==> src/rtl/mem_arbiter.sv <==
// Single-port memory arbiter for the IF and MEM pipeline requesters: one access in flight,
// MEM has priority, fetch cancellation, no-response watchdog with drain, saturating stall count.
//
// state     | meaning
// ----------+----------------------------------------------------------
// S_IDLE    | no access outstanding; issues MEM first, else IF
// S_IF_WAIT | fetch issued, waiting for m_valid (may be cancelled)
// S_MEM_WAIT| data access issued, waiting for m_valid
// S_DRAIN   | after a watchdog abort, swallow one late m_valid or time out
module mem_arbiter #(
    parameter int ADDR_W  = 16,
    parameter int DATA_W  = 16,
    parameter int TIMEOUT = 64
) (
    input  logic              clk,
    input  logic              rst,
    input  logic              if_req,
    input  logic [ADDR_W-1:0] if_addr,
    input  logic              if_cancel,
    output logic              if_done,
    output logic [DATA_W-1:0] if_rdata,
    input  logic              mem_req,
    input  logic              mem_wr,
    input  logic [ADDR_W-1:0] mem_addr,
    input  logic [DATA_W-1:0] mem_wdata,
    output logic              mem_done,
    output logic [DATA_W-1:0] mem_rdata,
    output logic              m_en,
    output logic              m_wr,
    output logic [ADDR_W-1:0] m_addr,
    output logic [DATA_W-1:0] m_wdata,
    input  logic [DATA_W-1:0] m_rdata,
    input  logic              m_valid,
    output logic              pc_stall,
    output logic              mem_stall,
    output logic              timeout_err,
    output logic [15:0]       stall_cnt
);

    localparam int CNT_W = $clog2(TIMEOUT + 1);

    typedef enum logic [1:0] {
        S_IDLE     = 2'd0,
        S_IF_WAIT  = 2'd1,
        S_MEM_WAIT = 2'd2,
        S_DRAIN    = 2'd3
    } state_t;

    state_t             r_state;
    state_t             w_state_nxt;
    logic               r_cancel;
    logic               w_cancel_nxt;
    logic [CNT_W-1:0]   r_wdog;
    logic [CNT_W-1:0]   w_wdog_nxt;
    logic               r_wr;
    logic               w_wr_nxt;
    logic               r_timeout_err;
    logic [15:0]        r_stall_cnt;
    logic               w_tc;
    logic               w_abort;
    logic               w_drop;

    // r_wdog counts cycles since issue (or since entering DRAIN)
    assign w_tc = (r_wdog == CNT_W'(TIMEOUT - 1));

    always_comb begin
        w_state_nxt  = r_state;
        w_cancel_nxt = r_cancel;
        w_wdog_nxt   = r_wdog;
        w_wr_nxt     = r_wr;
        w_abort      = 1'b0;
        w_drop       = 1'b0;
        m_en         = 1'b0;
        m_wr         = 1'b0;
        m_addr       = '0;
        m_wdata      = '0;
        if_done      = 1'b0;
        if_rdata     = '0;
        mem_done     = 1'b0;
        mem_rdata    = '0;

        case (r_state)
            S_IDLE: begin
                w_wdog_nxt   = '0;
                w_cancel_nxt = 1'b0;
                // rst gating keeps the command strobe low while reset is held
                if (!rst && mem_req) begin
                    m_en        = 1'b1;
                    m_wr        = mem_wr;
                    m_addr      = mem_addr;
                    m_wdata     = mem_wdata;
                    w_wr_nxt    = mem_wr;
                    w_wdog_nxt  = CNT_W'(1);
                    w_state_nxt = S_MEM_WAIT;
                end else if (!rst && if_req && !if_cancel) begin
                    m_en        = 1'b1;
                    m_addr      = if_addr;
                    w_wr_nxt    = 1'b0;
                    w_wdog_nxt  = CNT_W'(1);
                    w_state_nxt = S_IF_WAIT;
                end
            end

            S_MEM_WAIT: begin
                w_wdog_nxt = r_wdog + 1'b1;
                if (m_valid) begin
                    mem_done    = 1'b1;
                    mem_rdata   = r_wr ? '0 : m_rdata;
                    w_state_nxt = S_IDLE;
                end else if (w_tc) begin
                    mem_done    = 1'b1;
                    w_abort     = 1'b1;
                    w_wdog_nxt  = '0;
                    w_state_nxt = S_DRAIN;
                end
            end

            S_IF_WAIT: begin
                w_wdog_nxt = r_wdog + 1'b1;
                w_drop     = r_cancel | if_cancel;
                if (if_cancel) begin
                    w_cancel_nxt = 1'b1;
                end
                if (m_valid) begin
                    if_done      = ~w_drop;
                    if_rdata     = w_drop ? '0 : m_rdata;
                    w_cancel_nxt = 1'b0;
                    w_state_nxt  = S_IDLE;
                end else if (w_tc) begin
                    if_done      = ~w_drop;
                    w_abort      = 1'b1;
                    w_cancel_nxt = 1'b0;
                    w_wdog_nxt   = '0;
                    w_state_nxt  = S_DRAIN;
                end
            end

            S_DRAIN: begin
                w_wdog_nxt = r_wdog + 1'b1;
                if (m_valid || w_tc) begin
                    w_wdog_nxt  = '0;
                    w_state_nxt = S_IDLE;
                end
            end

            default: begin
                w_state_nxt = S_IDLE;
            end
        endcase
    end

    always_ff @(posedge clk or posedge rst) begin
        if (rst) begin
            r_state       <= S_IDLE;
            r_cancel      <= 1'b0;
            r_wdog        <= '0;
            r_wr          <= 1'b0;
            r_timeout_err <= 1'b0;
            r_stall_cnt   <= '0;
        end else begin
            r_state       <= w_state_nxt;
            r_cancel      <= w_cancel_nxt;
            r_wdog        <= w_wdog_nxt;
            r_wr          <= w_wr_nxt;
            r_timeout_err <= r_timeout_err | w_abort;
            if ((pc_stall || mem_stall) && (r_stall_cnt != 16'hFFFF)) begin
                r_stall_cnt <= r_stall_cnt + 16'd1;
            end
        end
    end

    assign pc_stall    = if_req & ~if_done;
    assign mem_stall   = mem_req & ~mem_done;
    assign timeout_err = r_timeout_err;
    assign stall_cnt   = r_stall_cnt;

endmodule

==> config.mk <==
export PLATFORM = sky130hd
export DESIGN_NAME = mem_arbiter
export DESIGN_NICKNAME = d
export VERILOG_FILES = /design/src/rtl/mem_arbiter.sv
export SDC_FILE = /design/constraint.sdc
export NUM_CORES = 1
export LEC_CHECK = 0
export ABC_AREA = 1
export CORE_AREA = 8 8 90 92
export DETAILED_ROUTE_END_ITERATION = 7
export DIE_AREA = 0 0 98 100
export PLACE_DENSITY = 0.86
export SLEW_MARGIN = 30
export SYNTH_ARGS = -nofsm -noshare
export SYNTH_HDL_FRONTEND = slang
export SYNTH_SLANG_ARGS = --single-unit
==> constraint.sdc <==
create_clock -name clk -period 2.1 [get_ports clk]
set_input_delay 0.315 -clock clk [delete_from_list [all_inputs] [get_ports clk]]
set_output_delay 0.315 -clock clk [all_outputs]
set_load 0.02 [all_outputs]
==> impl_summary.log <==
INFO  metric clock_sink_count = 28
INFO  metric worst_setup_path_start_kind = flop
INFO  metric cts_tree = done
INFO  metric drtIter0Drc = 210
INFO  metric initial_antenna_violation_count = 0
INFO  metric drc_errors = 0
INFO  metric grt_most_used_layer = met2
INFO  metric max_clock_freq = ~0.5 GHz
INFO  metric cts_max_path_buffers = 2
INFO  metric global_route_wire_length_before_repair = around 15000 µm
INFO  metric synth_seq_area_share = between 20% and 30%
INFO  metric yosysTopAreaCellShare = between 20 and 30%
INFO  metric initial_core_util = 35.7%
INFO  metric chipHeight = 100 µm
INFO  metric cell_type_contributing_the_most_total_cell_area_after_synthesis = dfrtp_1
INFO  metric core_area = between 0.006 and 0.007 mm²
INFO  metric rr_startpoint = r_state[0]$_DFFE_PP0P_
INFO  metric post_cts_hold_buffer_count = 0
INFO  metric critical_path.top_delay_family = buffers and inverters
INFO  metric globalRoute.totalOverflow = 0
INFO  metric syn2layout_area_growth = 70.7%
INFO  metric globalplace.congestion = 0.878
INFO  metric fp-row-count = 30
INFO  metric period_minus_slack = 2.06 ns
INFO  metric synth-warning-count = 0
INFO  metric cts_htree_levels = 1
INFO  metric slowest_delay = 0.42 ns
INFO  metric post_synth_inst_count = 383
INFO  metric nFillCells = 597
INFO  metric cts_root_buffer = clkbuf_8
INFO  metric final.setup_skew = 0.00357 ns
INFO  metric number_of_nets_in_the_layout = roughly 630
INFO  metric yosys-top-cells-area = dfrtp_1 30%, nand2_1 13%, inv_1 12%, nand3_1 10%, nor3_1 7.2%
INFO  metric mappedNetlistNets = 460
INFO  metric worstSetupPathType = reg2out
INFO  metric ff2ff_path_depth = 12
INFO  metric gr-usage-met2 = 34.2%
INFO  metric grt_use_met3 = 5.67%
INFO  metric final_setup_viols = 0
INFO  metric pin_count = 158
INFO  metric dp.cells = 630
INFO  metric r2r_setup_slack = approximately 0.22 ns
INFO  metric clk_latency = 0.28 ns
INFO  metric postSynthRegisterBits = 28
INFO  metric timing.final.hold_violations = 0
INFO  metric all_layer_global_routing_usage = 18.4%
INFO  metric worstPathRequired = about 1.8 ns
INFO  metric timing.critical_path.fanout_max = 2
INFO  metric clock_pin_slew_on_the_worst_setup_and_hold_paths = roughly 0.1 ns
INFO  metric cts_made_buffers = 3
INFO  metric mostFrequentLayoutCells = 87 x clkdlybuf4s50_1, 81 x nand2_1, 70 x inv_1
INFO  metric detailed_place_hpwl = 7830 µm
INFO  metric final_min_period_over_clock_period = 98.0%
INFO  metric detailroute.via_count = 3118
INFO  metric grt_pass1_vias = between 3000 and 4000
INFO  metric worst_path_max_delay_cell = dfrtp_1
INFO  metric peakVddDrop = 0.422 mV
INFO  metric synthesis.area_per_instance = 6.19 µm²
INFO  metric drive_gt1_share = a little under a quarter
INFO  metric finalMaxSlewViolations = 0
INFO  metric critPathArrivalTime = 1.74 ns
INFO  metric hold_path_class = in2async
INFO  metric synthDistinctLibCells = 25
INFO  metric path_cells = buf_4 > ha_1 > inv_2 > nor2_4 > buf_4 > nand2_1 > nand2_1 > inv_1 > buf_2
INFO  metric postRouteAntennaNets = 0
INFO  metric rsz_0062_raised_after_global_routing = yes
INFO  metric routed_via_density = between 4 and 5
INFO  metric grtUsageMet1 = 18.9%
INFO  metric run_status = finished, final reports clean
INFO  metric dieWidth = around 100 µm
INFO  metric cellLeakagePower = between 2 and 2.5 nW
INFO  metric placement.io_buffers = 157
INFO  metric drv.max_cap_violation_count = 0
INFO  metric tightestPinTransition = roughly 0.37 ns
INFO  metric drt-pass1-iter-count = 4
INFO  metric cellPowerDensity = 741 mW/mm²
INFO  metric drt_wl_total = 9370 µm
INFO  metric total_power = 0.00300 W
INFO  metric timing.rr.end = stall_cnt[5]$_DFFE_PP0P_
INFO  metric critical_path_buf_inv_count = 5
INFO  metric num_antenna_cells = 0
INFO  metric final-instance-count-excl-fill = 636
INFO  metric finish.utilization = 60.9%
INFO  metric syn-cell-area = 0.00237 mm²
INFO  metric most_common_cell_after_layout_fill_and_taps_aside = clkdlybuf4s50_1
INFO  metric grt_max_degree = 33
INFO  metric die_area = 0.00980 mm²
INFO  metric average_detailed_routed_wire_length_per_instance = 14.7 µm
INFO  metric timing.slew.headroom = 75.5%
INFO  metric worstSetupEndpointType = primary output
==> worst reg2reg max path: cells and delay by family, from the launching register on <==
kind | cells | cell delay (ns)
and+or+nand+nor | 7 | 0.63
adders and majority gates | 1 | 0.23
DFF | 1 | 0.42
buffers and inverters | 4 | 0.50
==> cells by family after synthesis <==
kind of cell | share of synthesized area, %
compound gates | 5.54
flops | 29.6
buf+inv | 14.8
simple gates | 42.1
fa+ha+maj | 3.17
xor+xnor | 4.80
==> how the worst max path moves through the flow <==
stage / startpoint / to / cells past startpoint
2_1_floorplan: rst / m_wdata[10] / 7
6_report: r_state[0]$_DFFE_PP0P_ / pc_stall / 9
5_1_grt: r_state[0]$_DFFE_PP0P_ / m_addr[3] / 8
3_3_place_gp: if_cancel / if_rdata[0] / 6
4_1_cts: r_state[0]$_DFFE_PP0P_ / mem_rdata[11] / 7
3_5_place_dp: if_cancel / if_rdata[14] / 6
==> repair_timing <==
action                                 in CTS  in global routing
gates cloned                                0                  0
endpoints found under the hold margin       0                  0
buffers inserted                            1                  1
setup endpoints to repair                  70                 63
gates resized for setup                   270                 89
pin swaps                                   1                  2
==> cell type report <==
cell class	instances	area [µm²]	share of cell area, %
Inverter	77	292	7.21
Clock buffer	3	41.3	1.02
Timing Repair Buffer	183	1520	37.5
Sequential cell	28	701	17.3
Tap cell	80	100	2.47
Multi-Input combinational cell	264	1370	33.8
Clock inverter	1	30.0	0.742
==> power by group <==
part | switching (W) | internal [W]
Sequential | 0.000136 | 0.000650
Combinational | 0.00101 | 0.000764
Clock | 0.000183 | 0.000256
==> cells in the mapped netlist <==
cell type  count
a21oi_1        1
buf_2          2
buf_6          1
clkbuf_1      11
dfrtp_1       28
ha_1           6
inv_1         74
inv_2          3
nand2_1       81
nand2_2        3
nand2_4        2
nand3_1       48
nand4_1        4
nor2_1        41
nor2_2         2
nor2_4         1
nor3_1        34
nor3_2         1
nor3_4         1
o21ai_0       21
o21bai_1       2
o22ai_1        1
or2_2          2
xnor2_1        3
xor2_1        10
==> metrics by stage <==
stage | instance area, µm² | hold WS, ns | worst slack, ns | TNS, ns
4_1_cts | 4170 | 0.466 | 0.0000182 | 0
6_report | 4050 | 0.450 | 0.0423 | 0
3_3_place_gp | 4210 | 0.469 | -0.482 | -18.49
3_5_place_dp | 4210 | 0.465 | -0.544 | -21.56
5_1_grt | 4050 | 0.486 | -0.0252 | -0.0473
2_1_floorplan | 2370 | 0.224 | 0.102 | 0
==> routing by layer <==
layer	up-vias	wire (µm)
met2	142	5000
met3	14	888
met1	1424	3280
met5	-	0
met4	0	197
li1	1538	-
==> registers in the layout, summed over array words and instances, names as in the netlist <==
name,flops
stall_cnt,16
r_wdog,7
r_state,2
r_cancel,1
r_wr,1
timeout_err,1
Power figures use the tool's default switching activity.
